`config.mk`:
```
export PLATFORM = sky130hd
export DESIGN_NAME = vc_crossbar3_arb
export DESIGN_NICKNAME = d
export VERILOG_FILES = /design/src/rtl/vc_crossbar3_arb.sv
export SDC_FILE = /design/constraint.sdc
export NUM_CORES = 1
export LEC_CHECK = 0
export CORE_ASPECT_RATIO = 1.1
export CORE_MARGIN = 10
export CORE_UTILIZATION = 40
export DETAILED_ROUTE_END_ITERATION = 8
export HOLD_SLACK_MARGIN = 0.06
export SETUP_SLACK_MARGIN = 0.2
export SYNTH_ARGS = -nofsm -noshare
export SYNTH_HDL_FRONTEND = slang
export SYNTH_SLANG_ARGS = --single-unit
```
`constraint.sdc`:
```
create_clock -name clk -period 3.75 [get_ports clk]
set_input_delay 0.9375 -clock clk [delete_from_list [all_inputs] [get_ports clk]]
set_output_delay 0.9375 -clock clk [all_outputs]
set_load 0.1 [all_outputs]
```
`src/rtl/vc_crossbar3_arb.sv`:
```
// vc_crossbar3_arb: control end of a 3x3 crossbar.
// Each output runs its own round-robin arbiter over three val/rdy inputs.
// A packet lock keeps a multi-flit packet from being interleaved on an output.
// Arbitration is combinational, so a flit can be granted and moved in the
// cycle it is presented.
// Optional feature: define VC_CROSSBAR3_ARB_FLOW_CHECK_EN to refuse grants
// from domain-1 inputs to domain-0 outputs and to raise a sticky flow_violation.
module vc_crossbar3_arb (
    input  logic       clk,
    input  logic       reset,
    input  logic       in0_val,
    input  logic       in1_val,
    input  logic       in2_val,
    output logic       in0_rdy,
    output logic       in1_rdy,
    output logic       in2_rdy,
    input  logic [1:0] in0_dest,
    input  logic [1:0] in1_dest,
    input  logic [1:0] in2_dest,
    input  logic       in0_last,
    input  logic       in1_last,
    input  logic       in2_last,
    input  logic       in0_domain,
    input  logic       in1_domain,
    input  logic       in2_domain,
    output logic       out0_val,
    output logic       out1_val,
    output logic       out2_val,
    input  logic       out0_rdy,
    input  logic       out1_rdy,
    input  logic       out2_rdy,
    input  logic       out0_domain,
    input  logic       out1_domain,
    input  logic       out2_domain,
    output logic [1:0] sel0,
    output logic [1:0] sel1,
    output logic [1:0] sel2,
    output logic       flow_violation
);

    typedef enum logic {ST_IDLE = 1'b0, ST_LOCKED = 1'b1} state_t;

    state_t     st_q    [3];
    logic [1:0] owner_q [3];
    logic [1:0] ptr_q   [3];
    logic [1:0] sel_q   [3];

    logic [2:0] in_val;
    logic [2:0] in_last;
    logic [2:0] out_rdy;
    logic [1:0] in_dest [3];

    logic [2:0] grant_val;
    logic [1:0] grant_sel [3];
    logic [2:0] xfer;
    logic [2:0] in_rdy;

    assign in_val     = {in2_val, in1_val, in0_val};
    assign in_last    = {in2_last, in1_last, in0_last};
    assign out_rdy    = {out2_rdy, out1_rdy, out0_rdy};
    assign in_dest[0] = in0_dest;
    assign in_dest[1] = in1_dest;
    assign in_dest[2] = in2_dest;

`ifdef VC_CROSSBAR3_ARB_FLOW_CHECK_EN
    logic [2:0] in_dom;
    logic [2:0] out_dom;
    logic       blocked_any;
    logic       fv_q;

    assign in_dom  = {in2_domain, in1_domain, in0_domain};
    assign out_dom = {out2_domain, out1_domain, out0_domain};
`else
    logic unused_domains;

    assign unused_domains = ^{in0_domain, in1_domain, in2_domain,
                              out0_domain, out1_domain, out2_domain};
`endif

    // Modulo-3 increment; the pointer never reaches 3.
    function automatic logic [1:0] inc3(input logic [1:0] x);
        return (x == 2'd2) ? 2'd0 : x + 2'd1;
    endfunction

    // Round-robin pick starting at base: {found, index}.
    function automatic logic [2:0] rr_pick(input logic [2:0] r, input logic [1:0] base);
        logic [1:0] i0;
        logic [1:0] i1;
        logic [1:0] i2;
        i0 = base;
        i1 = inc3(i0);
        i2 = inc3(i1);
        if (r[i0])      return {1'b1, i0};
        else if (r[i1]) return {1'b1, i1};
        else if (r[i2]) return {1'b1, i2};
        return 3'b000;
    endfunction

    // Per-output grant: locked owner, or round-robin winner among requests.
    always_comb begin
        logic [2:0] req_v;
        logic [2:0] pick;
        in_rdy = 3'b000;
        for (int m = 0; m < 3; m++) begin
            req_v = 3'b000;
            for (int n = 0; n < 3; n++) begin
`ifdef VC_CROSSBAR3_ARB_FLOW_CHECK_EN
                req_v[n] = in_val[n] && (in_dest[n] == 2'(m)) && !(in_dom[n] && !out_dom[m]);
`else
                req_v[n] = in_val[n] && (in_dest[n] == 2'(m));
`endif
            end
            pick = rr_pick(req_v, ptr_q[m]);
            if (st_q[m] == ST_LOCKED) begin
                grant_val[m] = in_val[owner_q[m]];
                grant_sel[m] = owner_q[m];
            end else begin
                grant_val[m] = pick[2];
                grant_sel[m] = pick[2] ? pick[1:0] : sel_q[m];
            end
            // nothing moves in a reset cycle
            if (reset) begin
                grant_val[m] = 1'b0;
                grant_sel[m] = 2'd0;
            end
            xfer[m] = grant_val[m] && out_rdy[m];
            for (int n = 0; n < 3; n++) begin
                if (xfer[m] && (grant_sel[m] == 2'(n))) in_rdy[n] = 1'b1;
            end
        end
    end

    // Lock/unlock and pointer advance on each transfer; remember last grant.
    always_ff @(posedge clk) begin
        if (reset) begin
            for (int m = 0; m < 3; m++) begin
                st_q[m]    <= ST_IDLE;
                owner_q[m] <= 2'd0;
                ptr_q[m]   <= 2'd0;
                sel_q[m]   <= 2'd0;
            end
        end else begin
            for (int m = 0; m < 3; m++) begin
                if (grant_val[m]) sel_q[m] <= grant_sel[m];
                if (xfer[m]) begin
                    if (in_last[grant_sel[m]]) begin
                        st_q[m]  <= ST_IDLE;
                        ptr_q[m] <= inc3(grant_sel[m]);
                    end else begin
                        st_q[m]    <= ST_LOCKED;
                        owner_q[m] <= grant_sel[m];
                    end
                end
            end
        end
    end

`ifdef VC_CROSSBAR3_ARB_FLOW_CHECK_EN
    // Spot a high-to-low request at an idle output; locked packets are not re-checked.
    always_comb begin
        blocked_any = 1'b0;
        for (int m = 0; m < 3; m++) begin
            for (int n = 0; n < 3; n++) begin
                if ((st_q[m] == ST_IDLE) && in_val[n] && (in_dest[n] == 2'(m)) &&
                    in_dom[n] && !out_dom[m]) begin
                    blocked_any = 1'b1;
                end
            end
        end
    end

    // Sticky violation flag, cleared only by reset.
    always_ff @(posedge clk) begin
        if (reset)            fv_q <= 1'b0;
        else if (blocked_any) fv_q <= 1'b1;
    end

    assign flow_violation = fv_q;
`else
    assign flow_violation = 1'b0;
`endif

    assign out0_val = grant_val[0];
    assign out1_val = grant_val[1];
    assign out2_val = grant_val[2];
    assign sel0     = grant_sel[0];
    assign sel1     = grant_sel[1];
    assign sel2     = grant_sel[2];
    assign in0_rdy  = in_rdy[0];
    assign in1_rdy  = in_rdy[1];
    assign in2_rdy  = in_rdy[2];

endmodule
```
# Word level (Yosys, flattened, before mapping)
# Memory sizes are Yosys's and may differ from the RTL's.
# Index checks and enable logic that the tools add are counted.
[word_totals]
n_memories = 4
register_bits = 0
elab_cells = 222
inputBits = 23
ramBits = 21
out_inout_bits = 13
[mem_list]
columns = ["name", "words", "width", "rd", "rd_clocked_by_memory_dff", "wr", "line_no", "text"]
rows = [
  ["owner_q", 3, 2, 3, 0, 3, "44", "logic [1:0] owner_q [3];"],
  ["ptr_q", 3, 2, 3, 0, 3, "45", "logic [1:0] ptr_q [3];"],
  ["sel_q", 3, 2, 3, 0, 3, "46", "logic [1:0] sel_q [3];"],
  ["st_q", 3, 1, 3, 0, 3, "43", "state_t st_q [3];"],
]
[op_classes]
reduce_logical = 27
n_mux = 134
n_addsub = 9
eq_ne = 18
bitwise = 15
magnitude_cmp = 15
[op_table]
columns = ["op", "count"]
rows = [
  ["2-to-1 mux 1 bit", 80],
  ["2-to-1 mux 2 bit", 27],
  ["< comparator 2 x 3 -> 1 bit (second input constant)", 15],
  ["2-to-1 mux 3 bit", 12],
  ["binary-select mux 1 bit (select 2 bit)", 15],
  ["== test 2 bit (second input constant)", 12],
  ["logical AND 1 bit", 21],
  ["adder 2 x 1 -> 2 bit (second input constant)", 9],
  ["bitwise OR 1 bit", 15],
  ["== test 2 x 1 -> 1 bit (second input constant)", 6],
  ["logical NOT 2 bit", 6],
]

# Depth between registers and ports, before layout
# Gate-level depths: netlist of the first run.
# An unclocked memory read counts as a cell.
[depth]
ltp_word = 22
ltp_mapped = 9
ltp_nobuf = 8

# Least setup slack after synthesis of the first run
# Ideal clock, no wire load.
[synth_timing]
path_type = "input -> output"
from = "input port in2_val"
to = "output port in2_rdy"
stages = 8
path_slack_ns = -1.153
t_arrival_ns = 3.966
path_buffers = 1
cell_sequence = "buf_6 > nor3b_2 > and2_1 > o41ai_1 > nor2_1 > and2_1 > a222oi_1 > inv_1"
[synth_rtl]
columns = ["element", "line_no", "text"]
rows = [
  ["start: declaration", "13", "input logic in2_val,"],
  ["logical AND 1 bit", "110", "req_v[n] = in_val[n] && (in_dest[n] == 2'(m));"],
  ["binary-select mux 1 bit (select 2 bit)", "95", "else if (r[i2]) return {1'b1, i2};"],
  ["2-to-1 mux 1 bit (not written as such)", "95", ""],
  ["2-to-1 mux 1 bit", "95", ""],
  ["2-to-1 mux 1 bit", "94", "else if (r[i1]) return {1'b1, i1};"],
  ["2-to-1 mux 1 bit", "93", "if (r[i0]) return {1'b1, i0};"],
  ["2-to-1 mux 3 bit", "96", "return 3'b000;"],
  ["2-to-1 mux 1 bit *", "114", "if (st_q[m] == ST_LOCKED) begin"],
  ["2-to-1 mux 1 bit *", "122", "if (reset) begin"],
  ["via out0_val", "26", "output logic out0_val,"],
  ["logical AND 1 bit *", "126", "xfer[m] = grant_val[m] && out_rdy[m];"],
  ["logical AND 1 bit *", "128", "if (xfer[m] && (grant_sel[m] == 2'(n))) in_rdy[n] = 1'b1;"],
  ["2-to-1 mux 1 bit * (3 in series)", "128", ""],
  ["end: declaration", "16", "output logic in2_rdy,"],
]
# Mark *: on every way through the listed nets, which the timed path passes. The rest lies on a longest branch. The select of a mux whose other input is x is not followed.

# Worst setup path in the final report of the first run
[layout_timing]
from = "input port in1_dest[0]"
to = "output port in2_rdy"
[layout_via]
elab_chain_len = 16
[layout_lines]
columns = ["element", "line_no", "text"]
rows = [
  ["start: declaration", "18", "input logic [1:0] in1_dest,"],
  ["logical NOT 2 bit", "110", ""],
  ["logical AND 1 bit", "110", ""],
  ["binary-select mux 1 bit (select 2 bit)", "95", ""],
  ["2-to-1 mux 1 bit (not written as such)", "95", ""],
  ["2-to-1 mux 1 bit", "95", ""],
  ["2-to-1 mux 1 bit", "94", ""],
  ["2-to-1 mux 1 bit", "93", ""],
  ["2-to-1 mux 3 bit", "96", ""],
  ["2-to-1 mux 2 bit", "119", "grant_sel[m] = pick[2] ? pick[1:0] : sel_q[m];"],
  ["2-to-1 mux 2 bit", "114", ""],
  ["2-to-1 mux 2 bit", "122", ""],
  ["== test 2 bit", "128", ""],
  ["logical AND 1 bit", "128", ""],
  ["2-to-1 mux 1 bit (2 in series)", "128", ""],
  ["2-to-1 mux 1 bit *", "128", ""],
]
# Every way passes the cells marked *; elsewhere a longest branch is shown, timed or not. The select of a mux whose other input is x is not followed.

==> flow_metrics.tcl, run 1 <==
set metrics [dict create \
    synth_cells 187 \
    routed_wl_mm 5.96 \
    hold-worst-slack_ps 655 \
    synth-seq-cells 21 \
    final_common_cell "buf_4" \
    vdd_drop_max_uv 178 \
    grt_pass1_wl_mm 9.69 \
    cts_sinks 21 \
    drc 0 \
    start_kind "input port" \
    overflow 0 \
    synth_fa_ha_area_frac 0.0622 \
    synth-seq-area-share 0.343 \
    slowest_delay_ps 380 \
    crit_chain "buf_8 > nor3b_4 > buf_6 > a2111oi_4 > a311oi_2 > or2_4 > clkinvlp_4 > ha_4 > a222oi_1 > inv_2 > buf_12" \
    clock_skew_ps 2.37 \
    fin_nets 320 \
    yosysWarningCount 0 \
    hold_path_class "reg2reg" \
    crit_slowest_cell "a311oi_2" \
    holdBufCountCts 0 \
    r2r_end "owner_q[0][3]$_SDFFCE_PN0P_" \
    drv_cap 0 \
    cts_buffer_depth 2 \
    io_pins 36 \
    synth_compound_area_frac 0.260 \
    drtIter0Drc 76 \
    power.total_uw 907 \
    cp_top_family "compound AO/OA/AOI/OAI gates" \
    path_clk_slew_ps 70 \
    avgRoutedWirePerCell_um 17.5 \
    num_rows 25 \
    crit_type "in2out" \
    diodes 0 \
    fmax_ghz 0.259 \
    r2r_start "ptr_q[0][2]$_SDFFCE_PP0P_" \
    synth_top_family_by_area "compound AO/OA/AOI/OAI gates" \
    syn_area_sq_um 1810 \
    start_util 0.416 \
    violations "negative setup slack" \
    endpoint_kind "primary output" \
    final_antenna_net_count 0 \
    synthFlopType "edfxtp_1" \
    cp_max_fo 3 \
    antenna_found_initial 0 \
    period_share 1.03 \
    grt_pass1_vias 2019 \
    worstHoldStart "st_q[2]$_DFF_P_" \
    critical_path_required_ps 2810 \
    syn_area_per_cell_sq_um 9.68 \
    core_area_sq_um 4350 \
    synth_mux_area_frac 0.0360 \
    crit_buf_inv 5 \
    final_cell_mix "buf_4 (64), edfxtp_1 (20), nand2_1 (16), nor2_1 (15), buf_6 (14)" \
    min_period_ps 3860 \
    finalHoldViolations 0 \
    fp.dieW_um 84.1 \
    grt_max_degree 12 \
    r2r_slack_ps 970 \
    synthToLayoutAreaGrowth_pct 70.5 \
    p_leak_uw 0.00129 \
    ctsRootBufferMaster "clkbuf_8" \
    drive_gt1_frac 0.519 \
    grt_setup_unrepaired "true" \
    clk_latency_ps 250 \
    fin_util 0.709 \
    synth_enable_flop_cells 20 \
    hpwl_mm 4.62 \
    finalSetupViolations 3 \
    async_flop_share 0 \
    cts_tree "yes" \
    drv_slew 0 \
    synth-xor-area-share 0 \
    synth_nets 219 \
    die_area_sq_um 7620 \
    ys_types 59 \
    p_per_area_nw_per_um2 294 \
    worst_r2r_path_depth 8 \
    dr_total_vias 1891 \
    whs_endpoint "st_q[2]$_DFF_P_" \
    grt_usage 0.149 \
    cts_max_level 1 \
    fin_ws_ps -106 \
    outcome "complete, but fails checks" \
    avgViaCountPerCell 5.55 \
    gp_congestion 0.824 \
    portBuffers 28 \
    synth-simple-area-share 0.245 \
    cts_buffers 3 \
    die_h_um 90.5 \
    arrival_ps 2920 \
    holdPathStages 1 \
    first_pass_iters 4 \
    num-fill-cells 320 \
]
-- flip-flops by register name, indices dropped and copies added, names as in the netlist --
register,flops
owner_q,6
sel_q,6
st_q,3
ptr_q,6
-- area by class of cell --
| type | instances | area, sq um | share of cell area |
|---|---|---|---|
| Sequential cell | 21 | 621 | 0.201 |
| Tap cell | 54 | 67.6 | 0.0219 |
| Multi-Input combinational cell | 144 | 1290 | 0.419 |
| Timing Repair Buffer | 100 | 983 | 0.319 |
| Clock buffer | 4 | 45.0 | 0.0146 |
| Inverter | 18 | 75.1 | 0.0243 |
-- stage by stage --
stage	instance area, sq um	std cells	TNS, ps	setup slack (ps)
6_report	3080	341	-179	-106
5_1_grt	3080	341	-596	-229
4_1_cts	2980	334	-250	-113
3_5_place_dp	2730	322	-2030	-582
3_3_place_gp	2730	322	-1780	-569
2_1_floorplan	1870	187	-1100	-558
-- logic make-up after synthesis --
kind of cell	after synthesis
and+or+nand+nor	74
other	1
buffers and inverters	22
AOI/OAI and AO/OA	54
adders and majority gates	9
muxes	6
DFF	21
-- where the power goes --
| group | switching, uW | internal [uW] | leakage [uW] |
|---|---|---|---|
| registers | 20.6 | 283 | 0.000219 |
| clock network | 67.4 | 75.5 | 0.0000228 |
| logic | 252 | 209 | 0.00105 |
-- metal layers --
layer | up-vias | wire (um) | GRT usage
li1 | 917 | - | -
met4 | 0 | 103 | 0.0531
met2 | 44 | 3050 | 0.268
met1 | 920 | 2600 | 0.170
met5 | - | 0 | 0
met3 | 10 | 205 | 0.0235
-- repair_timing --
item                                    4_1_cts  5_1_grt
endpoints found under the setup margin       14        6
gates resized for setup                      80       13
gates cloned                                  0        0
pin swaps                                    24       17
setup buffers                                 8        7
-- worst register-to-register path: cells and delay by family, from the launching register on --
kind,cells,cell delay [ps]
AOI/OAI and AO/OA,3,1000
DFF,1,470
and+or+nand+nor,2,370
muxes,1,340
buffers and inverters,2,310
-- synth_stat cells (2+ instances only) --
master / number / share of area
o21ai_1: 4 / 0.011
and3b_1: 3 / 0.015
a41oi_1: 2 / 0.0097
o221ai_1: 2 / 0.0097
nand2_1: 16 / 0.033
edfxtp_1: 20 / 0.33
a21oi_1: 9 / 0.025
a31oi_1: 2 / 0.0069
nand3b_1: 4 / 0.017
o21ai_0: 3 / 0.0083
clkbuf_1: 2 / 0.0042
inv_2: 3 / 0.0062
mux2i_1: 4 / 0.022
nor2_1: 19 / 0.039
inv_1: 15 / 0.031
nand2b_1: 3 / 0.010
a21o_1: 2 / 0.0083
or2_2: 4 / 0.014
a311oi_1: 6 / 0.029
o211ai_1: 2 / 0.0083
a222oi_1: 3 / 0.017
and3_1: 2 / 0.0069
nor4b_1: 2 / 0.0097
and2_1: 9 / 0.031
o311ai_2: 3 / 0.027
ha_1: 9 / 0.062
nor3b_2: 2 / 0.014
-- worst max path at each step --
| stage | startpoint | to | slack [ps] | depth (start not counted) |
|---|---|---|---|---|
| finish | in1_dest[0] | in2_rdy | -110 | 11 |
| global route | in1_dest[0] | in2_rdy | -230 | 11 |
| CTS | in1_val | in0_rdy | -110 | 11 |
| detailed placement | in1_val | in2_rdy | -580 | 10 |
| global placement | in1_val | in2_rdy | -570 | 10 |
| floorplan | in2_val | in1_rdy | -560 | 9 |
No activity file was read; power rests on OpenSTA's default activity.
==> inputs of run 2 (changes only) <==
Settings changed: SLEW_MARGIN from default to 15, TNS_END_PERCENT from default to 30.
==> run 2 against run 1 <==
The run still ends with negative setup slack left. Clock-buffer cell count stayed put. Die area stayed put. Clock power hardly changed. Critical path depth stayed put.
==> flow_metrics.tcl, run 2 (same netlist as run 1, synthesis figures left out) <==
set metrics [dict create \
    outcome "complete, but fails checks" \
    violations "negative setup slack" \
    power.total_uw 897 \
    p_sw_frac 0.372 \
    fin_ws_ps -110 \
    crit_type "in2out" \
    core_area_sq_um 4350 \
    final_common_cell "buf_4" \
    r2r_slack_ps 980 \
    portBuffers 28 \
    cts_buffer_depth 2 \
    fp.dieW_um 84.1 \
    p_leak_uw 0.00127 \
    drc 0 \
    internal_power_uw 563 \
    clock_skew_ps 1.41 \
    vdd_drop_max_uv 175 \
    synthToLayoutAreaGrowth_pct 68.1 \
    grt_max_degree 12 \
    ctsRootBufferMaster "clkbuf_8" \
    routed_wl_mm 5.80 \
    diodes 0 \
    cp_max_fo 3 \
    placed_cells 322 \
    grt_pass1_vias 2019 \
    hpwl_mm 4.62 \
    io_pins 36 \
    arrival_ps 2920 \
    regArea_sq_um 621 \
    stdcell_count 338 \
    grt_pass1_wl_mm 9.69 \
    pwr-share-comb 0.505 \
    start_kind "input port" \
    grt_setup_unrepaired "true" \
    endpoint_kind "primary output" \
    num-fill-cells 328 \
    drv_cap 0 \
    p_clk_frac 0.157 \
    fin_nets 317 \
    holdBufCountCts 0 \
    drv_slew 0 \
    reg_top3 "owner_q: 6 flops, ptr_q: 6 flops, sel_q: 6 flops" \
    hold_path_class "reg2reg" \
    die_h_um 90.5 \
    grt_usage 0.149 \
    finalSetupViolations 3 \
    path_clk_slew_ps 70 \
    antenna_found_initial 0 \
    start_util 0.416 \
    seqPwrFrac 0.338 \
    multi_input_area_sq_um 1280 \
    min_period_ps 3860 \
    avgRoutedWirePerCell_um 17.2 \
    first_pass_iters 4 \
    setup_tns_ps -262 \
    cts_max_level 1 \
    cts_tree "yes" \
    drtIter0Drc 93 \
    final_cell_mix "buf_4 (64), edfxtp_1 (20), nand2_1 (16), nor2_1 (15), buf_12 (12)" \
    num_rows 25 \
    final_antenna_net_count 0 \
    p_per_area_nw_per_um2 295 \
    cts_buffers 3 \
    cts_sinks 21 \
    clk_latency_ps 250 \
    period_share 1.03 \
    fmax_ghz 0.259 \
    dr_total_vias 1852 \
    gp_congestion 0.824 \
    overflow 0 \
    finalHoldViolations 0 \
    die_area_sq_um 7620 \
    drive_gt1_frac 0.504 \
    critical_path_required_ps 2810 \
    power.switching_uw 334 \
    avgViaCountPerCell 5.48 \
    hold-worst-slack_ps 655 \
]
[run 2: power by group through the flow]
| stage | sequential, uW | combinational (uW) | clock (uW) |
|---|---|---|---|
| 3_5_place_dp | 306 | 410 | 0 |
| 5_1_grt | 306 | 482 | 152 |
| 6_report | 303 | 453 | 140 |
| 3_3_place_gp | 304 | 403 | 0 |
| 2_1_floorplan | 300 | 230 | 0 |
| 4_1_cts | 302 | 444 | 143 |
[run 2: cell type report]
class                           instances  share of cell area
Timing Repair Buffer                   97               0.312
Inverter                               18              0.0247
Multi-Input combinational cell        144               0.422
Tap cell                               54              0.0222
Sequential cell                        21               0.204
Clock buffer                            4              0.0148
[run 2: critical path: stages]
cell and delay [ps]:
buf_6 100, buf_6 110, buf_6 100, and4bb_1 190, nor4_2 330, o311ai_2 180
buf_4 190, ha_4 150, a222oi_1 350, inv_2 90, buf_12 180
[run 2: per-layer routing]
layer / routed length (um) / vias to the layer above / GRT usage / share of wire
met3: 194 / 8 / 0.0235 / 0.033
met4: 86 / 0 / 0.0531 / 0.015
met5: 0 / - / 0 / 0
li1: - / 915 / - / -
met1: 2540 / 885 / 0.170 / 0.44
met2: 2970 / 44 / 0.268 / 0.51
[run 2: per-stage QoR]
stage | cell area (sq um) | worst slack [ps] | utilization
detailed placement | 2730 | -582 | 0.628
floorplan | 1870 | -558 | -
CTS | 2980 | -113 | 0.686
global route | 3040 | -224 | 0.699
finish | 3040 | -110 | 0.699
global placement | 2730 | -569 | 0.628
[run 2: final timing paths]
check / from / endpoint / cells after the start
setup / recovery: in1_val / in0_rdy / 11
hold / removal: st_q[2]$_DFF_P_ / st_q[2]$_DFF_P_ / 1
setup reg to reg: st_q[0]$_SDFFCE_PP0P_ / owner_q[0][5]$_SDFFCE_PN0P_ / 9
hold reg to reg: st_q[2]$_DFF_P_ / st_q[2]$_DFF_P_ / 1
[run 2: what timing repair did]
action / CTS / global route
resized for setup: 80 / 6
endpoints found under the setup margin: 14 / 6
cloned: 0 / 0
pin swaps: 24 / 12
buffers inserted: 8 / 4
